## src/rtl/cotm32_pkg.sv

```systemverilog
// Core-wide constants shared by the datapath blocks.
// Latency: n/a (constants only).
// Backpressure: n/a.
package cotm32_pkg;
   parameter int XLEN       = 32;
   parameter int BYTE_WIDTH = 8;
endpackage

```

## src/rtl/dmem_ctrl.sv

```systemverilog
// Data-memory controller: turns one LSU load/store into one aligned bus word access.
// Latency: response 2 cycles after accept when the bus is ready at once; 1 cycle for misaligned requests.
// Backpressure: one request in flight; o_req_ready only in IDLE; the bus stalls via i_mem_ready and is aborted after TIMEOUT_CYCLES.
//
// Ports:
//   i_clk, i_rst_n                   clock, async active-low reset
//   i_req_* / o_req_ready            LSU request (lane-0 aligned data and size mask)
//   o_rsp_valid/o_rsp_rdata/o_rsp_err one-cycle response pulse, data shifted back to lane 0
//   o_mem_* / i_mem_*                word-aligned bus with byte strobes, ready and error
//   o_busy                           controller not idle
module dmem_ctrl
   import cotm32_pkg::*;
#(
   parameter int unsigned TIMEOUT_CYCLES = 255
) (
   input  logic            i_clk,
   input  logic            i_rst_n,
   input  logic            i_req_valid,
   output logic            o_req_ready,
   input  logic            i_req_we,
   input  logic [XLEN-1:0] i_req_addr,
   input  logic [XLEN-1:0] i_req_wdata,
   input  logic [3:0]      i_req_be,
   output logic            o_rsp_valid,
   output logic [XLEN-1:0] o_rsp_rdata,
   output logic            o_rsp_err,
   output logic            o_mem_valid,
   input  logic            i_mem_ready,
   output logic [XLEN-1:0] o_mem_addr,
   output logic            o_mem_we,
   output logic [XLEN-1:0] o_mem_wdata,
   output logic [3:0]      o_mem_wstrb,
   input  logic [XLEN-1:0] i_mem_rdata,
   input  logic            i_mem_err,
   output logic            o_busy
);

   typedef enum logic [1:0] {
      IDLE = 2'd0,
      BUS  = 2'd1,
      RESP = 2'd2
   } state_t;

   localparam logic [7:0] TMO = 8'(TIMEOUT_CYCLES);

   state_t          state, state_nxt;
   logic [XLEN-1:0] addr_q;
   logic [1:0]      off_q;
   logic            we_q;
   logic [XLEN-1:0] wdata_q;
   logic [3:0]      wstrb_q;
   logic [7:0]      cnt_q;
   logic [XLEN-1:0] rsp_rdata_q;
   logic            rsp_err_q;

   logic            accept;
   logic            misaligned;
   logic [7:0]      cnt_inc;
   logic            timeout;

   assign accept = i_req_valid && (state == IDLE);

   // Only byte, aligned half and aligned word masks are legal.
   always_comb begin
      misaligned = 1'b0;
      case (i_req_be)
         4'b0001: misaligned = 1'b0;
         4'b0011: misaligned = i_req_addr[0];
         4'b1111: misaligned = (i_req_addr[1:0] != 2'b00);
         default: misaligned = 1'b1;
      endcase
   end

   // cnt_q counts completed wait cycles; abort when this cycle would make it TMO.
   // A ready in the same cycle takes priority over the abort.
   assign cnt_inc = cnt_q + 8'd1;
   assign timeout = !i_mem_ready && (cnt_inc == TMO);

   always_comb begin
      state_nxt = state;
      case (state)
         IDLE:    if (accept) state_nxt = misaligned ? RESP : BUS;
         BUS:     if (i_mem_ready || timeout) state_nxt = RESP;
         RESP:    state_nxt = IDLE;
         default: state_nxt = IDLE;
      endcase
   end

   always_ff @(posedge i_clk or negedge i_rst_n) begin
      if (!i_rst_n) begin
         state       <= IDLE;
         addr_q      <= '0;
         off_q       <= '0;
         we_q        <= 1'b0;
         wdata_q     <= '0;
         wstrb_q     <= '0;
         cnt_q       <= '0;
         rsp_rdata_q <= '0;
         rsp_err_q   <= 1'b0;
      end else begin
         state <= state_nxt;
         case (state)
            IDLE: begin
               if (accept) begin
                  // Request is steered onto its byte lanes once, here, so the
                  // bus outputs stay stable for the whole BUS phase.
                  addr_q  <= {i_req_addr[XLEN-1:2], 2'b00};
                  off_q   <= i_req_addr[1:0];
                  we_q    <= i_req_we;
                  wdata_q <= i_req_wdata << (BYTE_WIDTH * i_req_addr[1:0]);
                  wstrb_q <= i_req_we ? (i_req_be << i_req_addr[1:0]) : 4'b0000;
                  cnt_q   <= '0;
                  if (misaligned) begin
                     rsp_rdata_q <= '0;
                     rsp_err_q   <= 1'b1;
                  end
               end
            end
            BUS: begin
               if (i_mem_ready) begin
                  rsp_rdata_q <= we_q ? '0 : (i_mem_rdata >> (BYTE_WIDTH * off_q));
                  rsp_err_q   <= i_mem_err;
               end else begin
                  cnt_q <= cnt_inc;
                  if (timeout) begin
                     rsp_rdata_q <= '0;
                     rsp_err_q   <= 1'b1;
                  end
               end
            end
            default: ;
         endcase
      end
   end

   // Bus valid is decoded from state so an async reset drops it immediately.
   assign o_req_ready = (state == IDLE);
   assign o_busy      = (state != IDLE);
   assign o_mem_valid = (state == BUS);
   assign o_mem_addr  = addr_q;
   assign o_mem_we    = we_q;
   assign o_mem_wdata = wdata_q;
   assign o_mem_wstrb = wstrb_q;
   assign o_rsp_valid = (state == RESP);
   assign o_rsp_rdata = rsp_rdata_q;
   assign o_rsp_err   = rsp_err_q;

endmodule
```

## config.mk

```make
export PLATFORM = sky130hd
export DESIGN_NAME = dmem_ctrl
export DESIGN_NICKNAME = d
export VERILOG_FILES = /design/src/rtl/cotm32_pkg.sv /design/src/rtl/dmem_ctrl.sv
export SDC_FILE = /design/constraint.sdc
export NUM_CORES = 1
export LEC_CHECK = 0
export ABC_AREA = 0
export CORE_ASPECT_RATIO = 1.25
export CORE_UTILIZATION = 45
export CTS_CLUSTER_DIAMETER = 40
export DETAILED_ROUTE_END_ITERATION = 10
export DONT_BUFFER_PORTS = 1
export GPL_TIMING_DRIVEN = 0
export SLEW_MARGIN = 5
export SYNTH_ARGS = -nofsm -noshare
export SYNTH_HDL_FRONTEND = slang
export SYNTH_SLANG_ARGS = --single-unit
```

## constraint.sdc

```tcl
create_clock -name i_clk -period 1.7 [get_ports i_clk]
set_input_delay 0.34 -clock i_clk [delete_from_list [all_inputs] [get_ports i_clk]]
set_output_delay 0.34 -clock i_clk [all_outputs]
set_load 0.1 [all_outputs]
```

=== Word level (Yosys, flattened, before mapping) ===
Index checks and enable logic that the tools add are counted.

* Output and inout bits: 106
* Input bits: 106
* Logic and storage cells: 56
* Bits in registers: 112
* Memories: 0
* Bits in writable memories: 0
* Bits in latches: 0
* Memory bits (read-only): 0

* Eq/ne operators: 11
* Bitwise gates (word level): 0
* Divide/modulo/power cells: 0
* Muxes and demuxes: 20
* Shift operators: 3
* $lt $le $gt $ge: 0
* Add/sub/neg operators: 1
* Multipliers: 0
* Reduce and logical (&&, ||, !) cells: 12

{| class="wikitable"
|+ Operators by type and width
! kind !! number
|-
| $mux W32 || 5
|-
| $pmux W32 S2 || 1
|-
| $shl A32 B5 Y32 || 1
|-
| $shr A32 B5 Y32 || 1
|-
| $mux W8 || 2
|-
| $pmux W8 S2 || 1
|-
| $add A8 B1 Y8 const B || 1
|-
| $eq A8 B8 Y1 const B || 1
|-
| $mux W2 || 3
|-
| $ne A2 B1 Y1 const B || 3
|-
| $reduce_bool A2 Y1 || 3
|-
| $eq A4 B1 Y1 const B || 1
|-
| $eq A4 B2 Y1 const B || 1
|-
| $eq A4 B4 Y1 const B || 1
|-
| $mux W1 || 4
|-
| $mux W4 || 1
|-
| $pmux W2 S2 || 1
|-
| $reduce_and A2 Y1 || 2
|-
| $reduce_and A4 Y1 || 1
|-
| $shl A4 B2 Y4 || 1
|-
| $ne A3 B1 Y1 const B || 1
|-
| $pmux W1 S3 || 1
|-
| $reduce_and A3 Y1 || 1
|-
| $eq A2 B1 Y1 const B || 1
|-
| other kinds (7) || 8
|}

=== Logic depth before layout (Yosys ltp) ===
* Depth in word-level cells: 6
* Mapped depth: 7

=== Worst setup path after synthesis ===
No wires, ideal clock.

* Path kind: register -> output
* Start point: reg state[1]
* End point: out o_busy
* Slack: -1425 ps
* Data arrival time: 2785 ps
* Cell stages (with the launch flop): 3
* Path through: dfrtp_1 -> nor2_1 -> inv_1

* Cells in the longest elaborated chain, start to end: 1

{| class="wikitable"
|+ Ends and longest elaborated chain
! what !! RTL line !! text
|-
| start: declaration || dmem_ctrl.sv:46 || <nowiki>state_t state, state_nxt;</nowiki>
|-
| start signal: assignment || dmem_ctrl.sv:101 || <nowiki>state <= state_nxt;</nowiki>
|-
| $reduce_bool A2 Y1 || dmem_ctrl.sv:138 || <nowiki>assign o_busy = (state != IDLE);</nowiki>
|-
| end: declaration || dmem_ctrl.sv:35 || <nowiki>output logic o_busy</nowiki>
|}

No other way between the ends.

=== Final worst setup path ===
* Start point: reg state[0]
* End point: out o_busy

Same word-level chain as after synthesis.

==> impl_metrics.env <==
export IMPL_grt_pass1_wl_mm=24.6
export IMPL_whs_ns=-0.309
export IMPL_path_clk_slew_ns=0.07
export IMPL_n_fill_cell=947
export IMPL_setup_slack_ns=-0.655
export IMPL_sw_frac_of_total=0.571
export IMPL_slew_headroom=0.341
export IMPL_period_minus_slack_ns=2.35
export IMPL_fmax_ghz=0.425
export IMPL_setup_viol=115
export IMPL_drc=0
export IMPL_p_per_area_nw_per_um2=2040
export IMPL_max_stage_delay_ns=0.63
export IMPL_dr_pass1_iters=4
export IMPL_p_int_mw=6.21
export IMPL_wirelength_mm=16.2
export IMPL_io_pins=212
export IMPL_period_share=1.39
export IMPL_root_buffer="clkbuf_16"
export IMPL_finalHoldViolCount=112
export IMPL_port_buffers=0
export IMPL_finalPower_mw=14.5
export IMPL_drt_wirelength_per_cell_um=21.2
export IMPL_gp_congestion=0.821
export IMPL_tritoncts="yes"
export IMPL_cp_arrival_ns=2.01
export IMPL_crit_chain="nor2_4 > inv_1"
export IMPL_antenna_found_initial=0
export IMPL_fin_util=0.610
export IMPL_synth_area_per_cell_um2=9.67
export IMPL_p_comb_frac=0.245
export IMPL_ys_warn_count=0
export IMPL_yosysSeqAreaShare=0.524
export IMPL_nets=705
export IMPL_htreeDepth=3
export IMPL_fp_dieW_um=99.5
export IMPL_netlist_area_um2=5350
export IMPL_maxCapViolations=0
export IMPL_detail_route_antenna_nets=0
export IMPL_rows=44
export IMPL_initial_core_util=0.460
export IMPL_grt_total_usage=0.265
export IMPL_n_antenna_cell=0
export IMPL_grt_pass1_vias=4552
export IMPL_reg2reg_from="state[1]$_DFFE_PN0P_"
export IMPL_ys_types=41
export IMPL_leakage_nw=3.40
export IMPL_critical_path_buf_inv_count=1
export IMPL_core_um2=11600
export IMPL_finClkSkew_ns=0.0128
export IMPL_drive_above_1_share=0.364
export IMPL_tightest_slew_ns=0.988
export IMPL_failed_checks="negative hold slack, negative setup slack"
export IMPL_ys_seq_elements=112
export IMPL_synthToLayoutAreaGrowth_pct=32.6
export IMPL_final_max_slew_viol_count=0
export IMPL_register_area_um2=2810
export IMPL_vias=4370
export IMPL_clock_latency_ns=0.35
export IMPL_pwr_share_clk=0.162
export IMPL_cts_buffers=9
export IMPL_die_h_um=124
export IMPL_die_area_um2=12300
export IMPL_start_kind="flop"
export IMPL_path_class="reg -> out"
export IMPL_dp_cells=715
export IMPL_endpoint_kind="primary output"
export IMPL_multi_input_area_um2=2840
export IMPL_p_seq_frac=0.593
export IMPL_rsz0062_at_grt="yes"
export IMPL_ir_drop_mv=1.36
export IMPL_cts_sinks=112
export IMPL_cts_buffer_depth=2
export IMPL_viasPerCell=5.73
export IMPL_crit_start="state[0]$_DFFE_PN0P_"
export IMPL_final_cells=763
export IMPL_min_path_type="in -> async"
export IMPL_cpMaxStageDelayCell="inv_1"
export IMPL_status="finished with violations"
export IMPL_drt_first_iter_violations=148
export IMPL_critPathMaxFanout=5
export IMPL_switchingPower_mw=8.26
export IMPL_syn_inst=553
export IMPL_required_ns=1.36
export IMPL_grt_start_max_net_pins=113
export IMPL_critPathTopFamily="buffers and inverters"
export IMPL_overflow=0
export IMPL_dp_hpwl_mm=10.5
-- worst reg2reg max path, cell delays in order, from the launching register on --
cell and delay [ns]:
dfrtp_2 0.43, buf_4 0.17, nor2b_4 0.55, nand2b_1 0.13, clkbuf_8 0.17, a41o_4 0.25, o211ai_4 0.14, buf_6 0.16
buf_6 0.11, a22o_1 0.13
-- path summary, 6_finish.rpt --
path | to | slack [ns] | cells after the start
worst max-delay path | o_busy | -0.65 | 2
worst min-delay path | o_rsp_rdata[25]$_DFFE_PN0P_ | -0.31 | 0
worst max register to register | o_rsp_rdata[14]$_DFFE_PN0P_ | -0.59 | 9
worst min register to register | cnt_q[5]$_DFFE_PN0P_ | 0.54 | 1
max in group asynchronous | state[0]$_DFFE_PN0P_ | 1.76 | 0
min in group i_clk | o_mem_addr[5]$_DFFE_PN0P_ | 0.09 | 2
-- cell usage in the layout, fill, tap and decap left out, drive strengths merged, types with 2 or more instances in the layout --
| cell type | count |
|---|---|
| buf | 58 |
| o31ai | 9 |
| nor2 | 18 |
| and2 | 2 |
| nand2 | 180 |
| ha | 2 |
| nand4 | 3 |
| bufinv | 2 |
| nand2b | 2 |
| mux2i | 33 |
| a21oi | 13 |
| nor3 | 2 |
| xor2 | 2 |
| o21ai | 33 |
| mux2 | 20 |
| conb | 2 |
| nand3 | 10 |
| o211ai | 12 |
| nor2b | 4 |
| clkinv | 2 |
| dfrtp | 112 |
| and2b | 2 |
| a22o | 33 |
| o22ai | 2 |
| clkbuf | 21 |
| inv | 9 |
| o41ai | 3 |
-- sequential cells by signal, indices dropped and copies added (netlist names) --
signal,flops
off_q,2
o_rsp_err,1
state,2
cnt_q,8
o_mem_wdata,32
o_rsp_rdata,32
o_mem_addr,30
o_mem_wstrb,4
o_mem_we,1
-- timing repair --
item | in CTS | in global routing
buffers inserted | 21 | 4
pin swaps | 66 | 31
setup endpoints to repair | 116 | 117
gates resized for setup | 175 | 53
endpoints found under the hold margin | 112 | 112
cloned | 15 | 0
-- per-stage QoR --
stage,cell area (um^2),TNS (ns),setup WS [ns]
floorplan,5450,-10.71,-0.318
global placement,5650,-35.58,-0.726
detailed placement,5650,-37.81,-0.729
CTS,7040,-31.76,-0.668
global route,7090,-37.95,-0.679
finish,7090,-31.73,-0.655
-- layout make-up --
class | instances | share of cell area
buffer | 36 | 0.0519
sequential | 112 | 0.397
multi-input combinational | 397 | 0.401
tap | 161 | 0.0284
inverter | 8 | 0.00424
clock inverter | 6 | 0.0127
clock buffer | 10 | 0.0337
timing repair buffer | 33 | 0.0716
-- synth_stat cells (all sizes together) --
library cell  number  area (um^2)
a21oi             13         65.1
a22o              33          289
a31o               1         8.76
a31oi              1         6.26
a41o               1         11.3
and2               2         12.5
and2b              2         15.0
and3               1         6.26
and4b              1         10.0
buf               23          134
clkbuf            14         52.6
conb               1         3.75
dfrtp            112         2800
ha                 2         25.0
inv                8         30.0
mux2              20          225
mux2i             33          330
nand2            180          676
nand2b             2         12.5
nand3             10         50.1
nand4              3         18.8
nor2              18         67.6
nor2b              4         27.5
nor3               2         10.0
nor3b              1         18.8
nor4               1         12.5
o2111ai            1         8.76
o211a              1         10.0
o211ai            12          104
o21ai             33          165
o21bai             1         7.51
o22ai              2         12.5
o31ai              9         67.6
o41ai              3         26.3
xor2               2         25.0
-- layer usage --
layer  GRT usage  vias up  wire length (um)
met5           0        -                 0
met4       0.140        0               629
met3      0.0774       45              1300
met2       0.454      189              8190
met1       0.300     2151              6080
li1            -     1985                 -
-- cell families after synthesis --
logic type,Yosys count,share of synthesized area
flip-flops,112,0.524
AND/OR/NAND/NOR,227,0.175
buffers and inverters,45,0.0405
AO/OA/AOI/OAI,111,0.146
multiplexers,53,0.104
XOR/XNOR,2,0.00468
adder cells (fa/ha/maj),2,0.00468
other,1,0.000701
-- power by group through the flow --
stage	clock, mW	combinational, mW	sequential (mW)
2_1_floorplan	0	1.85	8.32
3_3_place_gp	0	2.23	8.51
3_5_place_dp	0	2.30	8.50
4_1_cts	2.39	3.49	8.53
5_1_grt	2.47	3.82	8.66
6_report	2.34	3.54	8.58
(Power assumes the default switching activity.)
